### src/rtl/pulse_interval_monitor.sv
// Counts synchronised rising edges of an asynchronous pulse line over a fixed window
// and tracks min/max pulse spacing; results are latched at window end and read via sel.
module pulse_interval_monitor #(
    parameter int WINDOW = 1000,
    parameter int CNT_W  = 16
) (
    input  logic             clk,
    input  logic             rst_n,
    input  logic             pulse_in,
    input  logic             enable,
    input  logic             clear,
    input  logic [1:0]       sel,
    output logic [CNT_W-1:0] data_out,
    output logic             win_valid,
    output logic             overflow
);
    localparam int                WCNT_W = $clog2(WINDOW);
    localparam logic [WCNT_W-1:0] WLAST  = WCNT_W'(WINDOW - 1);
    localparam logic [CNT_W-1:0]  ONES   = '1;
    localparam logic [CNT_W-1:0]  ONE    = CNT_W'(1);

    typedef enum logic [1:0] {IDLE = 2'd0, RUN = 2'd1, LATCH = 2'd2} state_t;

    state_t            state_reg;
    logic              s1_reg, s2_reg, s3_reg;
    logic              evt;
    logic [WCNT_W-1:0] wcnt_reg;
    logic [CNT_W-1:0]  pcnt_reg, gcnt_reg, min_reg, max_reg;
    logic              seen_reg;
    logic [CNT_W-1:0]  lat_cnt_reg, lat_min_reg, lat_max_reg;
    logic              win_valid_reg, overflow_reg;

    logic              fresh, live_run;
    logic [CNT_W-1:0]  base_pcnt, base_gcnt, base_min, base_max, gap;
    logic              base_seen;
    logic [CNT_W-1:0]  pcnt_next, gcnt_next, min_next, max_next;
    logic              seen_next, sat_next;

    assign evt       = s2_reg & ~s3_reg;
    assign win_valid = win_valid_reg;
    assign overflow  = overflow_reg;
    assign live_run  = ~clear & enable & ((state_reg == RUN) | (state_reg == LATCH));

    // In LATCH the new window starts from cleared values, so an event there is its first pulse
    always_comb begin
        fresh     = (state_reg == LATCH);
        base_pcnt = fresh ? '0   : pcnt_reg;
        base_gcnt = fresh ? '0   : gcnt_reg;
        base_min  = fresh ? ONES : min_reg;
        base_max  = fresh ? '0   : max_reg;
        base_seen = fresh ? 1'b0 : seen_reg;
        gap       = (base_gcnt == ONES) ? ONES : base_gcnt + ONE;
        pcnt_next = base_pcnt;
        gcnt_next = base_gcnt;
        min_next  = base_min;
        max_next  = base_max;
        seen_next = base_seen;
        sat_next  = 1'b0;
        if (evt) begin
            if (base_pcnt == ONES) sat_next = 1'b1;
            else                   pcnt_next = base_pcnt + ONE;
            if (base_seen) begin
                if (gap < base_min) min_next = gap;
                if (gap > base_max) max_next = gap;
            end
            gcnt_next = '0;
            seen_next = 1'b1;
        end else begin
            if (base_gcnt == ONES) sat_next = 1'b1;
            else                   gcnt_next = base_gcnt + ONE;
        end
    end

    always_ff @(posedge clk or negedge rst_n) begin
        if (!rst_n) begin
            state_reg     <= IDLE;
            s1_reg        <= 1'b0;
            s2_reg        <= 1'b0;
            s3_reg        <= 1'b0;
            wcnt_reg      <= '0;
            pcnt_reg      <= '0;
            gcnt_reg      <= '0;
            min_reg       <= ONES;
            max_reg       <= '0;
            seen_reg      <= 1'b0;
            lat_cnt_reg   <= '0;
            lat_min_reg   <= ONES;
            lat_max_reg   <= '0;
            win_valid_reg <= 1'b0;
            overflow_reg  <= 1'b0;
        end else begin
            s1_reg        <= pulse_in;
            s2_reg        <= s1_reg;
            s3_reg        <= s2_reg;
            win_valid_reg <= 1'b0;
            if (live_run) begin
                pcnt_reg <= pcnt_next;
                gcnt_reg <= gcnt_next;
                min_reg  <= min_next;
                max_reg  <= max_next;
                seen_reg <= seen_next;
                if (sat_next) overflow_reg <= 1'b1;
            end else begin
                pcnt_reg <= '0;
                gcnt_reg <= '0;
                min_reg  <= ONES;
                max_reg  <= '0;
                seen_reg <= 1'b0;
            end
            if (clear) begin
                state_reg    <= enable ? RUN : IDLE;
                wcnt_reg     <= '0;
                lat_cnt_reg  <= '0;
                lat_min_reg  <= ONES;
                lat_max_reg  <= '0;
                overflow_reg <= 1'b0;
            end else begin
                case (state_reg)
                    IDLE: begin
                        wcnt_reg <= '0;
                        if (enable) state_reg <= RUN;
                    end
                    RUN: begin
                        if (!enable) begin
                            state_reg <= IDLE;
                            wcnt_reg  <= '0;
                        end else if (wcnt_reg == WLAST) begin
                            // Latch the closing values (including this cycle's event) so the
                            // results are already readable while win_valid is high
                            state_reg     <= LATCH;
                            wcnt_reg      <= '0;
                            lat_cnt_reg   <= pcnt_next;
                            lat_min_reg   <= min_next;
                            lat_max_reg   <= max_next;
                            win_valid_reg <= 1'b1;
                        end else begin
                            wcnt_reg <= wcnt_reg + WCNT_W'(1);
                        end
                    end
                    LATCH: begin
                        wcnt_reg  <= '0;
                        state_reg <= enable ? RUN : IDLE;
                    end
                    default: state_reg <= IDLE;
                endcase
            end
        end
    end

    always_comb begin
        data_out = '0;
        case (sel)
            2'd0:    data_out = lat_cnt_reg;
            2'd1:    data_out = lat_min_reg;
            2'd2:    data_out = lat_max_reg;
            default: begin
                data_out[2]   = overflow_reg;
                data_out[1:0] = state_reg;
            end
        endcase
    end
endmodule

### config.mk
export PLATFORM = sky130hd
export DESIGN_NAME = pulse_interval_monitor
export DESIGN_NICKNAME = d
export VERILOG_FILES = /design/src/rtl/pulse_interval_monitor.sv
export SDC_FILE = /design/constraint.sdc
export NUM_CORES = 1
export LEC_CHECK = 0
export CORE_AREA = 10 10 158 160
export CTS_CLUSTER_SIZE = 20
export DETAILED_ROUTE_END_ITERATION = 12
export DIE_AREA = 0 0 168 170
export PLACE_DENSITY = 0.57
export REMOVE_ABC_BUFFERS = 1
export SLEW_MARGIN = 20
export SYNTH_ARGS = -nofsm -noshare
export SYNTH_HDL_FRONTEND = slang
export SYNTH_SLANG_ARGS = --single-unit
### constraint.sdc
create_clock -name clk -period 6.1 [get_ports clk]
set_input_delay 1.525 -clock clk [delete_from_list [all_inputs] [get_ports clk]]
set_output_delay 1.525 -clock clk [all_outputs]
set_load 0.01 [all_outputs]
# After elaboration in Yosys (flattened, before gate mapping)
# Cells that the tools add are included.
# Widths: inputs -> output; s select.
totals:
  reg_bits: 130
  latchBits: 0
  ram_bits: 0
  mem_bits_ro: 0
  in_bits: 7
  output_inout_bits: 18
  elab_cells: 103
  n_memories: 0
classes:
  n_addsub: 3
  mul: 0
  div: 0
  magnitude_cmp: 2
  n_eq_ne: 9
  shifts: 0
  n_mux: 56
  n_bitwise: 6
  n_reduce_logical: 12
ops:
  columns: ["operator", "count"]
  rows:
  - ["$mux 16", 31]
  - ["$pmux 13 s3", 1]
  - ["$add 16x1->16 const B", 2]
  - ["$eq 16x16->1 const B", 2]
  - ["$mux 10", 3]
  - ["$pmux 10 s2", 1]
  - ["$gt 16x16->1", 1]
  - ["$lt 16x16->1", 1]
  - ["$mux 1", 14]
  - ["$add 10x1->10 const B", 1]
  - ["$eq 10x10->1 const B", 1]
  - ["$reduce_bool 2->1", 5]
  - ["$pmux 3 s3", 1]
  - ["$mux 2", 4]
  - ["$pmux 2 s3", 1]
  - ["$eq 2x1->1 const B", 2]
  - ["$eq 2x2->1 const B", 2]
  - ["$logic_not 2->1", 2]
  - ["$ne 4x3->1 const B", 1]
  - ["$reduce_and 2->1", 2]
  - ["$and 1x1->1", 3]
  - ["$ne 3x3->1 const B", 1]
  - ["$reduce_and 3->1", 1]
  - ["$reduce_bool 3->1", 1]
  - ["3 further kinds", 4]

# Logic depth before layout (Yosys ltp)
# Gate-level depths: netlist (run 1).
depth:
  word_depth: 12
  ltp_mapped: 23
  depth_no_buf: 16

# Least setup slack after synthesis (run 1)
# No wires, ideal clock.
synth_timing:
  kind: "reg2reg"
  start: "reg state_reg[0]"
  end: "reg max_reg[10]"
  setup_ns: 0.132
  arrival_ns: 4.564
  t_required_ns: 5.968
  path_slack_ns: 1.404
  path_stages_with_launch: 24
  n_path_buf: 8
  synth_period_minus_slack_ns: 4.696
  path_cell_list: "dfrtp_1 > inv_1 > ha_1 > buf_2 > buf_2 > buf_2 > clkbuf_1 > nor2b_1 > ha_1 > buf_2 > and4_1 > nand2_1 > clkbuf_1 > o21ai_0 > ha_1 > a21oi_1 > o21ai_0 > a221o_1 > a211o_1 > o211ai_2 > buf_6 > buf_6 > mux2i_1 > nor2_1"
synth_between:
  elab_chain_len: 9
  elab_cells_between_ends: 15
  classes_between: "add/sub (1); order compare (1); eq/ne (3); mux (8); bitwise (2)"
synth_rtl:
  columns: ["item", "line_no", "source"]
  rows:
  - ["start: declaration", "24", "state_t state_reg;"]
  - ["start signal: assignment", "111", "state_reg <= enable ? RUN : IDLE;"]
  - ["start signal: assignment", "142", "state_reg <= enable ? RUN : IDLE;"]
  - ["$eq 2x2->1", "42, 46", null]
  - ["$mux 16", "48", "base_gcnt = fresh ? '0 : gcnt_reg;"]
  - ["$add 16x1->16 or $eq 16x16->1 (tied branches)", "52", "gap = (base_gcnt == ONES) ? ONES : base_gcnt + ONE;"]
  - ["$mux 16", "52", null]
  - ["$gt 16x16->1", "64", "if (gap > base_max) max_next = gap;"]
  - ["$mux 16", "64", null]
  - ["$mux 16", "62", "if (base_seen) begin"]
  - ["$mux 16", "59", "if (evt) begin"]
  - ["$mux 16 (*)", "96", "if (live_run) begin"]
  - ["end signal: assignment", "100", "max_reg <= max_next;"]
  - ["end: declaration", "28", "logic [CNT_W-1:0] pcnt_reg, gcnt_reg, min_reg, max_reg;"]
# Every way passes the cells marked *; elsewhere a longest branch is shown, timed or not.
# A chain may end at the register's enable or synchronous reset.

# Worst setup path after layout (run 1)
layout_timing:
  start: "reg state_reg[0]"
  end: "reg max_reg[11]"
# The elaborated chain is that of the path after synthesis.

==> results of run 1 <==
[worst max path at each step]
stage,cells past startpoint,from,to
after floorplan,15,state_reg[0],lat_max_reg[0]
after global placement,17,state_reg[0],lat_max_reg[12]
after detailed placement,17,state_reg[0],lat_max_reg[10]
after CTS,17,state_reg[0],max_reg[11]
after global routing,17,state_reg[0],max_reg[8]
final,17,state_reg[0],max_reg[11]
[cells by family (layout without fill, tap and decap cells)]
kind of cell / count (synthesis) / count (layout) / share of synthesized area, %
xor+xnor: 35 / 35 / 4.10
fa+ha+maj: 37 / 37 / 6.19
flops: 130 / 130 / 44.1
mux: 48 / 48 / 7.11
simple gates: 334 / 334 / 21.6
compound gates: 146 / 146 / 12.4
buf+inv: 73 / 108 / 4.55
[layout make-up]
cell class / instances / area, um2 / share of cell area (%)
Clock buffer: 18 / 439 / 5.11
Clock inverter: 14 / 145 / 1.69
Inverter: 33 / 125 / 1.46
Multi-Input combinational cell: 600 / 3850 / 44.9
Sequential cell: 130 / 3290 / 38.3
Tap cell: 280 / 350 / 4.08
Timing Repair Buffer: 43 / 384 / 4.47
[per-stage QoR]
step	setup slack (ns)	instances
finish	0.943	1118
global route	0.498	1118
CTS	0.956	1118
global placement	1.14	1086
detailed placement	1.00	1086
floorplan	0.469	763
[power by group]
group | internal (uW) | total [uW] | switching [uW]
sequential | 868 | 871 | 3.20
clock | 584 | 1020 | 433
combinational | 36.4 | 110 | 73.3
[worst max-delay path: stages, from the launching register on]
cell      delay, ns
dfrtp_1        0.40
inv_1          0.08
ha_2           0.29
nor2b_1        0.25
ha_1           0.50
and4_1         0.29
nand2_1        0.25
o21ai_0        0.19
buf_4          0.17
ha_1           0.24
a21oi_1        0.13
o21ai_0        0.13
a221o_1        0.37
a211o_1        0.27
o211ai_4       0.79
buf_4          0.39
mux2i_1        0.21
nor2_1         0.05
[cell usage after synthesis, types with 15 or more instances]
cell        n
clkbuf_1   18
mux2i_1    34
dfrtp_1    98
inv_1      31
nor2b_1    35
ha_1       37
dfstp_2    32
o21ai_0    37
xnor2_1    24
nand4_1    15
nand3_1    25
nor2_1     85
a21oi_1    46
o21ai_1    15
nand2_1   109
[layer usage]
metal	up-vias	wire [um]	GRT usage (%)
met2	79	9550	23.0
li1	2794	-	-
met1	2839	9070	17.8
met4	0	432	5.79
met3	33	562	2.51
met5	-	0	0
==> results.py, run 1 <==
metrics = {
    "sta": {
        "slew_headroom_pct": 35.5,
        "rsz0062_at_grt": "false",
        "post-route-min-period_ns": 5.16,
        "finalMaxSlewViolations": 0,
        "setup_tns_ns": 0,
        "fmax_ghz": 0.194,
        "setup_violations": 0,
        "worstMarginPinSlew_ns": 0.962,
        "fin_crit_sh_pct": 84.5,
        "holdWs_ns": 0.345,
        "finClkSkew_ns": 0.0112,
        "hold_viol": 0,
    },
    "final_layout": {
        "final_layout_size_suffix_gt1_share_pct": 14.3,
        "nNetsFinal": 869,
        "mostFrequentLayoutCell": "nand2_1",
        "final_cell_mix": "109 x nand2_1, 98 x dfrtp_1, 84 x nor2_1",
        "fill_cells": 2134,
        "fin_util_pct": 39.6,
        "antenna_cells": 0,
        "synthToLayoutAreaGrowth_pct": 14.9,
        "stdcell_area_mm2": 0.00859,
    },
    "synth": {
        "synth.distinct_cells": 64,
        "synth_edf_count": 0,
        "synthFlopType": "dfrtp_1",
        "synth_top_area_share_pct": 32.8,
        "netlist_top_cells_area": "dfrtp_1 33%, dfstp_2 11%, ha_1 6.2%",
        "post-synth-top-area-cell": "dfrtp_1",
        "ys_seq_elements": 130,
        "ys_warn_count": 0,
        "avgSynthCellArea_um2": 9.31,
        "ys_seq_area_share_pct": 44.1,
        "synth_area_mm2": 0.00747,
        "synthArstFlopShare_pct": 100,
        "syn_inst": 803,
    },
    "grt": {
        "grt_pass1_vias": 5921,
        "antenna_found_initial": 0,
        "grt_overflow": 0,
        "grt_pass1_wl_mm": 32.0,
        "grt_max_degree": 85,
        "grt_util_all_layers_pct": 14.0,
    },
    "floorplanning": {
        "dieArea_mm2": 0.0286,
        "boundaryPins": 25,
        "core_mm2": 0.0217,
        "start_util_pct": 34.5,
        "die_x_um": 168,
        "rows": 54,
        "fp.dieH_um": 170,
    },
    "clock_tree": {
        "ctsResizeCount": 0,
        "path_clk_slew_ns": 0.06,
        "clock_latency_ns": 0.44,
        "cts_max_level": 4,
        "cts_setup_buffers": 0,
        "cts.root.buffer_cell": "clkbuf_16",
        "cts_tree": "built",
        "clock-sinks": 130,
        "cts_buffer_depth": 2,
        "holdBufCountCts": 0,
        "numCtsBuffers": 17,
    },
    "place": {
        "gp_congestion": 0.870,
        "hpwl_mm": 13.6,
        "io_buffers": 24,
        "placed_area_mm2": 0.00801,
    },
    "route": {
        "first_iter_violations": 336,
        "viasPerCell": 5.14,
        "route.detailed.drc": 0,
        "drtAntennaViolNets": 0,
        "avgRoutedWirePerCell_um": 17.5,
        "drtPass1Iterations": 5,
        "wl_mm": 19.6,
        "dr_total_vias": 5745,
    },
    "worst_setup_path": {
        "arrival_ns": 5.46,
        "reg2reg_slack_ns": 0.94,
        "cp_max_fo": 34,
        "crit_path_end_kind": "register",
        "r2r-end": "max_reg[11]",
        "start_kind": "register",
        "crit_required_ns": 6.41,
        "r2r_cells": 17,
        "crit_type": "register to register",
        "r2r-start": "state_reg[0]",
    },
    "power": {
        "vdd_drop_max_mv": 0.187,
        "power_uw": 2000,
        "p_leak_uw": 0.00389,
        "power_density_mw_per_mm2": 233,
    },
    "min_path": {
        "worstHoldStart": "s1_reg",
        "hp-class": "register to register",
        "min_to": "s2_reg",
        "hold_depth": 0,
    },
    "run_status": {
        "outcome": "complete, no violations",
    },
    "job": {
        "drv_cap": 0,
    },
}
Power figures use the tool's default switching activity.
==> run 2, diff against run 1 <==
--- a/config.mk
+++ b/config.mk
@@ -9,7 +9,7 @@
 export CTS_CLUSTER_SIZE = 20
 export DETAILED_ROUTE_END_ITERATION = 12
 export DIE_AREA = 0 0 168 170
-export PLACE_DENSITY = 0.57
+export PLACE_DENSITY = 0.59
 export REMOVE_ABC_BUFFERS = 1
 export SLEW_MARGIN = 20
 export SYNTH_ARGS = -nofsm -noshare
==> constraint.sdc (replaced) <==
create_clock -name clk -period 4.4 [get_ports clk]
set_input_delay 1.1 -clock clk [delete_from_list [all_inputs] [get_ports clk]]
set_output_delay 1.1 -clock clk [all_outputs]
set_load 0.01 [all_outputs]
==> run 2 against run 1 <==
Compared with the run above: hold slack gained 0.012 ns; power is 42% higher; maximum frequency up 25%; combinational power increased by 45%; final cell count up 1.3%; clock skew about the same; worst setup slack lost 0.68 ns; first-iteration DRC count grew 10%; critical endpoint is now max_reg[0]; highest routed layer unchanged.
==> results.py, run 2 (synthesis results as in run 1) <==
metrics = {
    "power": {
        "p_leak_uw": 0.00399,
        "power_density_mw_per_mm2": 322,
        "vdd_drop_max_mv": 0.266,
    },
    "final_layout": {
        "final_layout_size_suffix_gt1_share_pct": 16.8,
        "antenna_cells": 0,
        "nNetsFinal": 884,
        "multiInputGateArea_mm2": 0.00389,
        "ff_latch_area_mm2": 0.00329,
        "mostFrequentLayoutCell": "nand2_1",
        "stdcell_area_mm2": 0.00879,
        "synthToLayoutAreaGrowth_pct": 17.6,
        "final_cell_mix": "108 x nand2_1, 98 x dfrtp_1, 84 x nor2_1",
        "fill_cells": 2118,
    },
    "worst_setup_path": {
        "start_kind": "register",
        "slowest_delay_ns": 0.45,
        "crit_required_ns": 4.75,
        "crit_type": "register to register",
        "crit_path_end_kind": "register",
        "cp_max_fo": 26,
        "arrival_ns": 4.49,
        "path_delay_family": "simple AND/OR/NAND/NOR gates",
        "critPathBufInv": 2,
        "r2r-start": "state_reg[1]",
        "critPathLaunch": "state_reg[1]",
        "path_cells": "ha_4, and4b_2, nand3_1, nor2_1, a21oi_1, or3_1, inv_2, ha_1, nand2_1, o21ai_0, a221o_1, a211o_1, o211ai_4, buf_12, mux2_1, nor2_1",
        "critPathMostFrequentCell": "nor2_1",
        "cp_slowest_cell": "or3_1",
    },
    "job": {
        "drv_cap": 0,
    },
    "route": {
        "met1_length_mm": 9.67,
        "route.detailed.drc": 0,
        "wl_mm": 19.4,
        "wl_met3_um": 591,
        "first_iter_violations": 371,
        "avgRoutedWirePerCell_um": 17.1,
        "drtAntennaViolNets": 0,
        "route.met2.wl_mm": 8.86,
        "top_layer_used": "met4",
        "viasPerCell": 5.07,
        "drtPass1Iterations": 4,
        "dr_total_vias": 5745,
    },
    "grt": {
        "antenna_found_initial": 0,
        "grt_util_all_layers_pct": 13.8,
        "grt_pass1_vias": 5787,
        "grt_overflow": 0,
        "grt_max_degree": 90,
        "grt_pass1_wl_mm": 31.9,
    },
    "clock_tree": {
        "clock-sinks": 130,
        "cts_buffer_depth": 2,
        "path_clk_slew_ns": 0.06,
        "cts_max_level": 4,
        "cts.root.buffer_cell": "clkbuf_16",
        "numCtsBuffers": 17,
        "clock_latency_ns": 0.43,
        "cts_tree": "built",
    },
    "sta": {
        "fmax_ghz": 0.242,
        "hold_viol": 0,
        "setup_violations": 0,
        "fin_crit_sh_pct": 94.1,
        "finalMaxSlewViolations": 0,
        "finClkSkew_ns": 0.0112,
        "worstMarginPinSlew_ns": 0.844,
        "post-route-min-period_ns": 4.14,
        "holdWs_ns": 0.357,
        "slew_headroom_pct": 43.7,
    },
    "floorplanning": {
        "boundaryPins": 25,
        "die_x_um": 168,
        "dieArea_mm2": 0.0286,
        "rows": 54,
        "start_util_pct": 34.5,
        "core_mm2": 0.0217,
        "fp.dieH_um": 170,
    },
    "place": {
        "io_buffers": 24,
        "gp_congestion": 0.866,
        "hpwl_mm": 13.4,
        "placed_area_mm2": 0.00811,
    },
    "run_status": {
        "outcome": "complete, no violations",
    },
    "min_path": {
        "worstHoldStart": "s1_reg",
        "hp-class": "register to register",
    },
}
==> run 2: cell types whose count changed in the layout (fill, tap and decap cells not counted), sizes merged <==
cell / delta
buf: +15
bufinv: +1
clkbuf: -1
clkinv: -1
inv: +1
==> run 2: report_power, final <==
group	switching (uW)	leakage [uW]	internal (uW)
clock	612	0.000286	851
sequential	3.80	0.00170	1200
combinational	103	0.00201	55.8
==> run 2: repair_timing <==
item | 4_1_cts | 5_1_grt
hold buffers | 0 | 0
resized for setup | 1 | 13
buffers inserted | 0 | 5
pin swaps | 0 | 1
cloned | 0 | 0
setup endpoints to repair | 1 | 64
==> run 2: layer usage <==
metal	GRT usage, %	up-vias
met5	0	-
met4	4.05	0
met3	3.06	25
met2	21.9	75
met1	18.4	2805
li1	-	2840
==> run 2: worst paths after layout <==
check	end	slack (ns)	cells past startpoint
worst max-delay path	max_reg[0]	0.26	16
worst min-delay path	s2_reg	0.36	0
worst max register to register	max_reg[0]	0.26	16
worst min register to register	s2_reg	0.36	0
max in group asynchronous	min_reg[0]	2.74	2
min in group asynchronous	pcnt_reg[8]	0.73	1
==> run 2: stage by stage <==
stage / power (uW) / TNS, ns / setup WS [ns] / utilization (%) / std cells
after detailed placement: 1390 / 0 / 0.00322 / 37.4 / 1096
after CTS: 2850 / 0 / 0.00182 / 40.1 / 1128
after global placement: 1390 / 0 / 0.144 / 37.4 / 1096
final: 2830 / 0 / 0.261 / 40.5 / 1133
after global routing: 2920 / -0.00318 / -0.00318 / 40.5 / 1133
after floorplan: 1290 / -44.40 / -1.23 / - / 763
==> run 2: area by class of cell <==
cell class / instances / area share (%)
Timing Repair Buffer: 58 / 6.12
Tap cell: 280 / 3.98
Clock inverter: 15 / 1.95
Multi-Input combinational cell: 600 / 44.2
Clock buffer: 17 / 4.84
Sequential cell: 130 / 37.5
Inverter: 33 / 1.42
==> variant 1: new RTL, settings of run 2 <==
The parameter `WINDOW` goes from 1000 to 2000.
--- a/src/rtl/pulse_interval_monitor.sv
+++ b/src/rtl/pulse_interval_monitor.sv
@@ -1,7 +1,7 @@
 // Counts synchronised rising edges of an asynchronous pulse line over a fixed window
 // and tracks min/max pulse spacing; results are latched at window end and read via sel.
 module pulse_interval_monitor #(
-    parameter int WINDOW = 1000,
+    parameter int WINDOW = 2000,
     parameter int CNT_W  = 16
 ) (
     input  logic             clk,
Formal check against the unedited RTL: no difference found for any inputs over 4 cycles, from zero or initial values and one cycle with rst_n low; that may be too few to reach the edited logic, so the function may still have changed.
==> variant 1 against run 2 <==
- design area up 4.8%
- non-clock buffer count up 32
- worst setup slack worse by 0.0052 ns
- core utilization up 2.0 points
- area after synthesis up 1.9%
- synthesized cell count up 4.9%
- routed wire length up 14%
- total power down 1.0%
- critical path depth up 4
- largest power group unchanged
- global-route usage up 1.8 points
- sequential cell count up 1
- first-iteration DRC count up 36%
- critical path type unchanged
==> variant 1: results (changes against run 2) <==
\begin{tabular}{lr}
\hline
Metric & Value \\
\hline
\multicolumn{2}{l}{\textbf{Setup path}} \\
Launch point of the critical path & state\_reg[0]\$\_DFFE\_PN0P\_ \\
Cells on worst reg2reg path & 20 (+4) \\
CP Max Fanout & 18 (-31\%) \\
Data arrival time of the critical path & 4.45 ns (-0.04 ns) \\
\multicolumn{2}{l}{\textbf{Cells and area}} \\
Layout Nets & 944 (+6.8\%) \\
Fraction of final layout cells with drive strength greater than 1 & 0.1862 (+0.01856) \\
Number of inserted filler cells in the final layout & 2121 (+0.14\%) \\
\multicolumn{2}{l}{\textbf{Yosys}} \\
Commonest cells in the netlist & dfrtp\_1 (99), nor2\_1 (84), nand2\_1 (71), o21ai\_0 (65), a21oi\_1 (49) \\
Leading post-synthesis cells by cell area & dfrtp\_1 (33\%), dfstp\_2 (11\%), ha\_1 (6.1\%) \\
Sequential fraction of the synthesis area & 0.4356 (-0.004965) \\
\multicolumn{2}{l}{\textbf{Detailed routing}} \\
WL/cell & 18.62 um (+8.7\%) \\
Via/cell ratio & 5.422 (+6.9\%) \\
First-iteration detailed-routing DRC count & 505 (+36\%) \\
Iteration count of the initial detailed-routing pass & 5 (+1) \\
\multicolumn{2}{l}{\textbf{STA}} \\
Period utilisation layout & 0.9420 (+0.001183) \\
Worst Skew & 0.01207 ns (+0.0009164 ns) \\
Transition time at the pin with the least slew margin & 1.110 ns (+0.2659 ns) \\
\multicolumn{2}{l}{\textbf{Placed design}} \\
Post-DP HPWL & 15340 um (+15\%) \\
Global placement routability congestion & 0.8586 (-0.82\%) \\
Post-place instance area & 8434 um\^{}2 (+4.0\%) \\
\multicolumn{2}{l}{\textbf{Outcome}} \\
Status & finished clean \\
\multicolumn{2}{l}{\textbf{Pwr}} \\
Sequential group share of total power & 0.433 (+0.006) \\
Static leakage & 4.031 nW (+0.91\%) \\
Worst vdd rail ir drop & 0.3176 mV (+19\%) \\
Net switching share of the total power & 0.2620 (+0.007927) \\
\multicolumn{2}{l}{\textbf{Global routing}} \\
Total routing usage reported by global routing & 0.1565 (+0.01844) \\
First-pass GRT wire length & 35900 um (+13\%) \\
Maximum number of pins on one net before global-route repair & 83 (-7.8\%) \\
Number of global-route vias before repair & 6367 (+10\%) \\
\multicolumn{2}{l}{\textbf{Hold path}} \\
Hold path depth & 0 (unchanged) \\
\hline
\end{tabular}
-- variant 1: cells by family (layout without fill, tap and decap cells) --
group | Yosys count | in the layout | share of synthesized area
and+or+nand+nor | 332 | 332 | 0.2178
AOI/OAI and AO/OA | 197 | 197 | 0.1608
DFF | 131 | 131 | 0.4356
buffers and inverters | 86 | 157 | 0.04517
adders and majority gates | 37 | 37 | 0.06077
muxes | 33 | 33 | 0.04993
xor gates and xnor gates | 26 | 26 | 0.02990
-- variant 1: timing repair --
action	in CTS	in global routing
setup buffers	7	7
endpoints found under the setup margin	55	56
gates resized for setup	4	19
cloned	0	0
pin swaps	3	8
hold endpoints to repair	0	0
-- variant 1: worst max-delay path, stage by stage, from the launching register on --
cell	delay, ns
dfrtp_1	0.36
inv_2	0.06
ha_4	0.19
nand2b_1	0.16
buf_4	0.15
nor4_4	0.30
buf_4	0.18
nand3_1	0.08
xor2_1	0.18
o21a_1	0.21
inv_2	0.09
ha_1	0.31
nand4_1	0.17
nor4_2	0.34
and2_4	0.23
o211ai_1	0.11
and3b_2	0.26
buf_6	0.16
buf_4	0.16
o211ai_1	0.19
nand3_1	0.12
-- variant 1: area by class of cell --
class / instances / share of cell area
Sequential cell: 131 / 0.3599
Clock inverter: 15 / 0.01697
Clock buffer: 17 / 0.04615
Tap cell: 280 / 0.03800
Inverter: 35 / 0.01425
Timing Repair Buffer: 90 / 0.08605
Multi-Input combinational cell: 625 / 0.4387
-- variant 1: metal layers --
metal / share of wire / GRT usage / up-vias / wire, um
li1: - / - / 3115 / -
met1: 0.48 / 0.2145 / 3160 / 10630
met2: 0.46 / 0.2421 / 168 / 10170
met3: 0.048 / 0.03455 / 26 / 1057
met4: 0.016 / 0.04466 / 0 / 345
met5: 0 / 0 / - / 0
-- variant 1: worst paths after layout --
path                                              end
min in group asynchronous     wcnt_reg[7]$_DFFE_PN0P_
min                                  s2_reg$_DFF_PN0_
max in group asynchronous        min_reg[2]$_DFF_PN1_
max                        lat_max_reg[6]$_DFFE_PN0P_
min reg2reg                          s2_reg$_DFF_PN0_
max reg2reg                lat_max_reg[6]$_DFFE_PN0P_
-- variant 1: stage by stage --
step / utilization / hold slack (ns) / power, W / std cells / setup slack [ns]
floorplan: - / 0.3312 / 0.001292 / 791 / -1.564
global placement: 0.3889 / 0.3545 / 0.001395 / 1147 / -0.2439
detailed placement: 0.3889 / 0.3380 / 0.001393 / 1147 / -0.2539
CTS: 0.4188 / 0.3636 / 0.002820 / 1186 / 0.05109
global route: 0.4251 / 0.3816 / 0.002894 / 1193 / 0.02848
finish: 0.4251 / 0.3596 / 0.002800 / 1193 / 0.2554
==> variant 2: new RTL, flow settings as in run 2 <==
Without the edit above. Add an input register stage for `pulse_in`, `enable`, `clear` and `sel`, with the module's reset; this delays them by one clock.
--- a/src/rtl/pulse_interval_monitor.sv
+++ b/src/rtl/pulse_interval_monitor.sv
@@ -21,6 +21,25 @@
 
     typedef enum logic [1:0] {IDLE = 2'd0, RUN = 2'd1, LATCH = 2'd2} state_t;
 
+    logic pulse_q;
+    logic enable_q;
+    logic clear_q;
+    logic [1:0] sel_q;
+
+    always_ff @(posedge clk or negedge rst_n) begin
+        if (!rst_n) begin
+            pulse_q  <= '0;
+            enable_q <= '0;
+            clear_q  <= '0;
+            sel_q    <= '0;
+        end else begin
+            pulse_q  <= pulse_in;
+            enable_q <= enable;
+            clear_q  <= clear;
+            sel_q    <= sel;
+        end
+    end
+
     state_t            state_reg;
     logic              s1_reg, s2_reg, s3_reg;
     logic              evt;
@@ -39,7 +58,7 @@
     assign evt       = s2_reg & ~s3_reg;
     assign win_valid = win_valid_reg;
     assign overflow  = overflow_reg;
-    assign live_run  = ~clear & enable & ((state_reg == RUN) | (state_reg == LATCH));
+    assign live_run  = ~clear_q & enable_q & ((state_reg == RUN) | (state_reg == LATCH));
 
     // In LATCH the new window starts from cleared values, so an event there is its first pulse
     always_comb begin
@@ -89,7 +108,7 @@
             win_valid_reg <= 1'b0;
             overflow_reg  <= 1'b0;
         end else begin
-            s1_reg        <= pulse_in;
+            s1_reg        <= pulse_q;
             s2_reg        <= s1_reg;
             s3_reg        <= s2_reg;
             win_valid_reg <= 1'b0;
@@ -107,8 +126,8 @@
                 max_reg  <= '0;
                 seen_reg <= 1'b0;
             end
-            if (clear) begin
-                state_reg    <= enable ? RUN : IDLE;
+            if (clear_q) begin
+                state_reg    <= enable_q ? RUN : IDLE;
                 wcnt_reg     <= '0;
                 lat_cnt_reg  <= '0;
                 lat_min_reg  <= ONES;
@@ -118,10 +137,10 @@
                 case (state_reg)
                     IDLE: begin
                         wcnt_reg <= '0;
-                        if (enable) state_reg <= RUN;
+                        if (enable_q) state_reg <= RUN;
                     end
                     RUN: begin
-                        if (!enable) begin
+                        if (!enable_q) begin
                             state_reg <= IDLE;
                             wcnt_reg  <= '0;
                         end else if (wcnt_reg == WLAST) begin
@@ -139,7 +158,7 @@
                     end
                     LATCH: begin
                         wcnt_reg  <= '0;
-                        state_reg <= enable ? RUN : IDLE;
+                        state_reg <= enable_q ? RUN : IDLE;
                     end
                     default: state_reg <= IDLE;
                 endcase
@@ -149,7 +168,7 @@
 
     always_comb begin
         data_out = '0;
-        case (sel)
+        case (sel_q)
             2'd0:    data_out = lat_cnt_reg;
             2'd1:    data_out = lat_min_reg;
             2'd2:    data_out = lat_max_reg;
Check against the original RTL: not equivalent (a bounded check fails within 4 cycles, from zero or initial values and one cycle with rst_n low).
==> variant 2 against run 2 <==
- total power up 3.7%
- area after synthesis up 4.0%
- via count up 10%
- die area unchanged
- sequential share of layout area down 0.42 points
- worst hold slack worse by 0.0039 ns
- worst setup slack worse by 0.0072 ns
- design area up 5.0%
- synthesized cell count up 4.0%
- highest routed layer unchanged
- critical path type unchanged
- sequential cell count up 5
- non-clock buffer count up 13
- core utilization up 2.0 points
- routed wire length up 11%
- cell count up 3.4%
==> variant 2: results (changes against run 2) <==
\begin{tabular}{lr}
\hline
Metric & Value \\
\hline
\multicolumn{2}{l}{\textbf{STA}} \\
Final period demand of the worst path & 4.147 ns (+0.007195 ns) \\
Worst Skew & 0.008647 ns (-0.002509 ns) \\
Worst hold slack & 0.3532 ns (-0.003878 ns) \\
\multicolumn{2}{l}{\textbf{Setup path}} \\
Longest individual stage delay on the worst path & 0.43 ns (-0.02 ns) \\
Cell family with the largest share of critical-path delay & compound AO/OA/AOI/OAI gates \\
Worst setup path end & lat\_max\_reg[7]\$\_DFFE\_PN0P\_ \\
Launch point of the critical path & state\_reg[0]\$\_DFFE\_PN0P\_ \\
Cells on worst reg2reg path & 20 (+4) \\
Critical path's slowest cell & a311oi\_4 \\
\multicolumn{2}{l}{\textbf{Hold path}} \\
Worst hold start & pulse\_q\$\_DFF\_PN0\_ \\
Hold worst-path end & s1\_reg\$\_DFF\_PN0\_ \\
\multicolumn{2}{l}{\textbf{Cells and area}} \\
Number of inserted filler cells in the final layout & 2102 (-0.76\%) \\
Non-clock buffer count in the final layout & 71 (+22\%) \\
Fraction of final layout cells with drive strength greater than 1 & 0.1897 (+0.02203) \\
Invs w/o clock & 29 (-12\%) \\
Fraction of area in clock buffers and inverters & 0.06561 (-0.002262) \\
Multi-Input Combinational & 624 (+4.0\%) \\
\multicolumn{2}{l}{\textbf{Detailed routing}} \\
Detailed route wirelength on metal3 & 818 um (+38\%) \\
Routed WL & 21590 um (+11\%) \\
\multicolumn{2}{l}{\textbf{Pwr}} \\
PD cells & 317.9 nW/um\^{}2 (-1.2\%) \\
Static leakage & 3.997 nW (about the same) \\
\multicolumn{2}{l}{\textbf{Placed design}} \\
Post-DP HPWL & 15290 um (+14\%) \\
Placed cells & 1137 (+3.7\%) \\
Worst setup slack after placement & 0.08382 ns (+0.08060 ns) \\
\multicolumn{2}{l}{\textbf{Global routing}} \\
Total routing usage reported by global routing & 0.1518 (+0.01375) \\
First-pass GRT wire length & 35080 um (+10\%) \\
\multicolumn{2}{l}{\textbf{Outcome}} \\
Status & finished clean \\
\multicolumn{2}{l}{\textbf{Yosys}} \\
Mean cell area of the mapped netlist & 9.307 um\^{}2 (about the same) \\
\hline
\end{tabular}
==> variant 2: kinds of logic after synthesis <==
group	count (synthesis)	share of synthesized area
AND/OR/NAND/NOR	344	0.2188
AO/OA/AOI/OAI	175	0.1496
flip-flops	135	0.4399
buffers and inverters	76	0.04106
adder cells (fa/ha/maj)	38	0.06086
XOR/XNOR	34	0.03832
multiplexers	33	0.05152
==> variant 2: power by group <==
group	leakage [nW]	switching, W	internal, W
combinational	1.95	0.000142	0.0000664
clock	0.295	0.000540	0.000922
sequential	1.75	0.0000109	0.00125
total	4.00	0.000693	0.00224
==> variant 2: per-layer routing <==
metal | track usage | up-vias
li1 | - | 3075
met1 | 0.2007 | 3108
met2 | 0.2503 | 138
met3 | 0.02764 | 16
met4 | 0.03861 | 0
met5 | 0 | -
==> variant 2: repair_timing <==
action,CTS,global route
setup endpoints to repair,0,53
hold buffers,0,0
buffers inserted,0,1
resized for setup,0,15
endpoints found under the hold margin,0,0
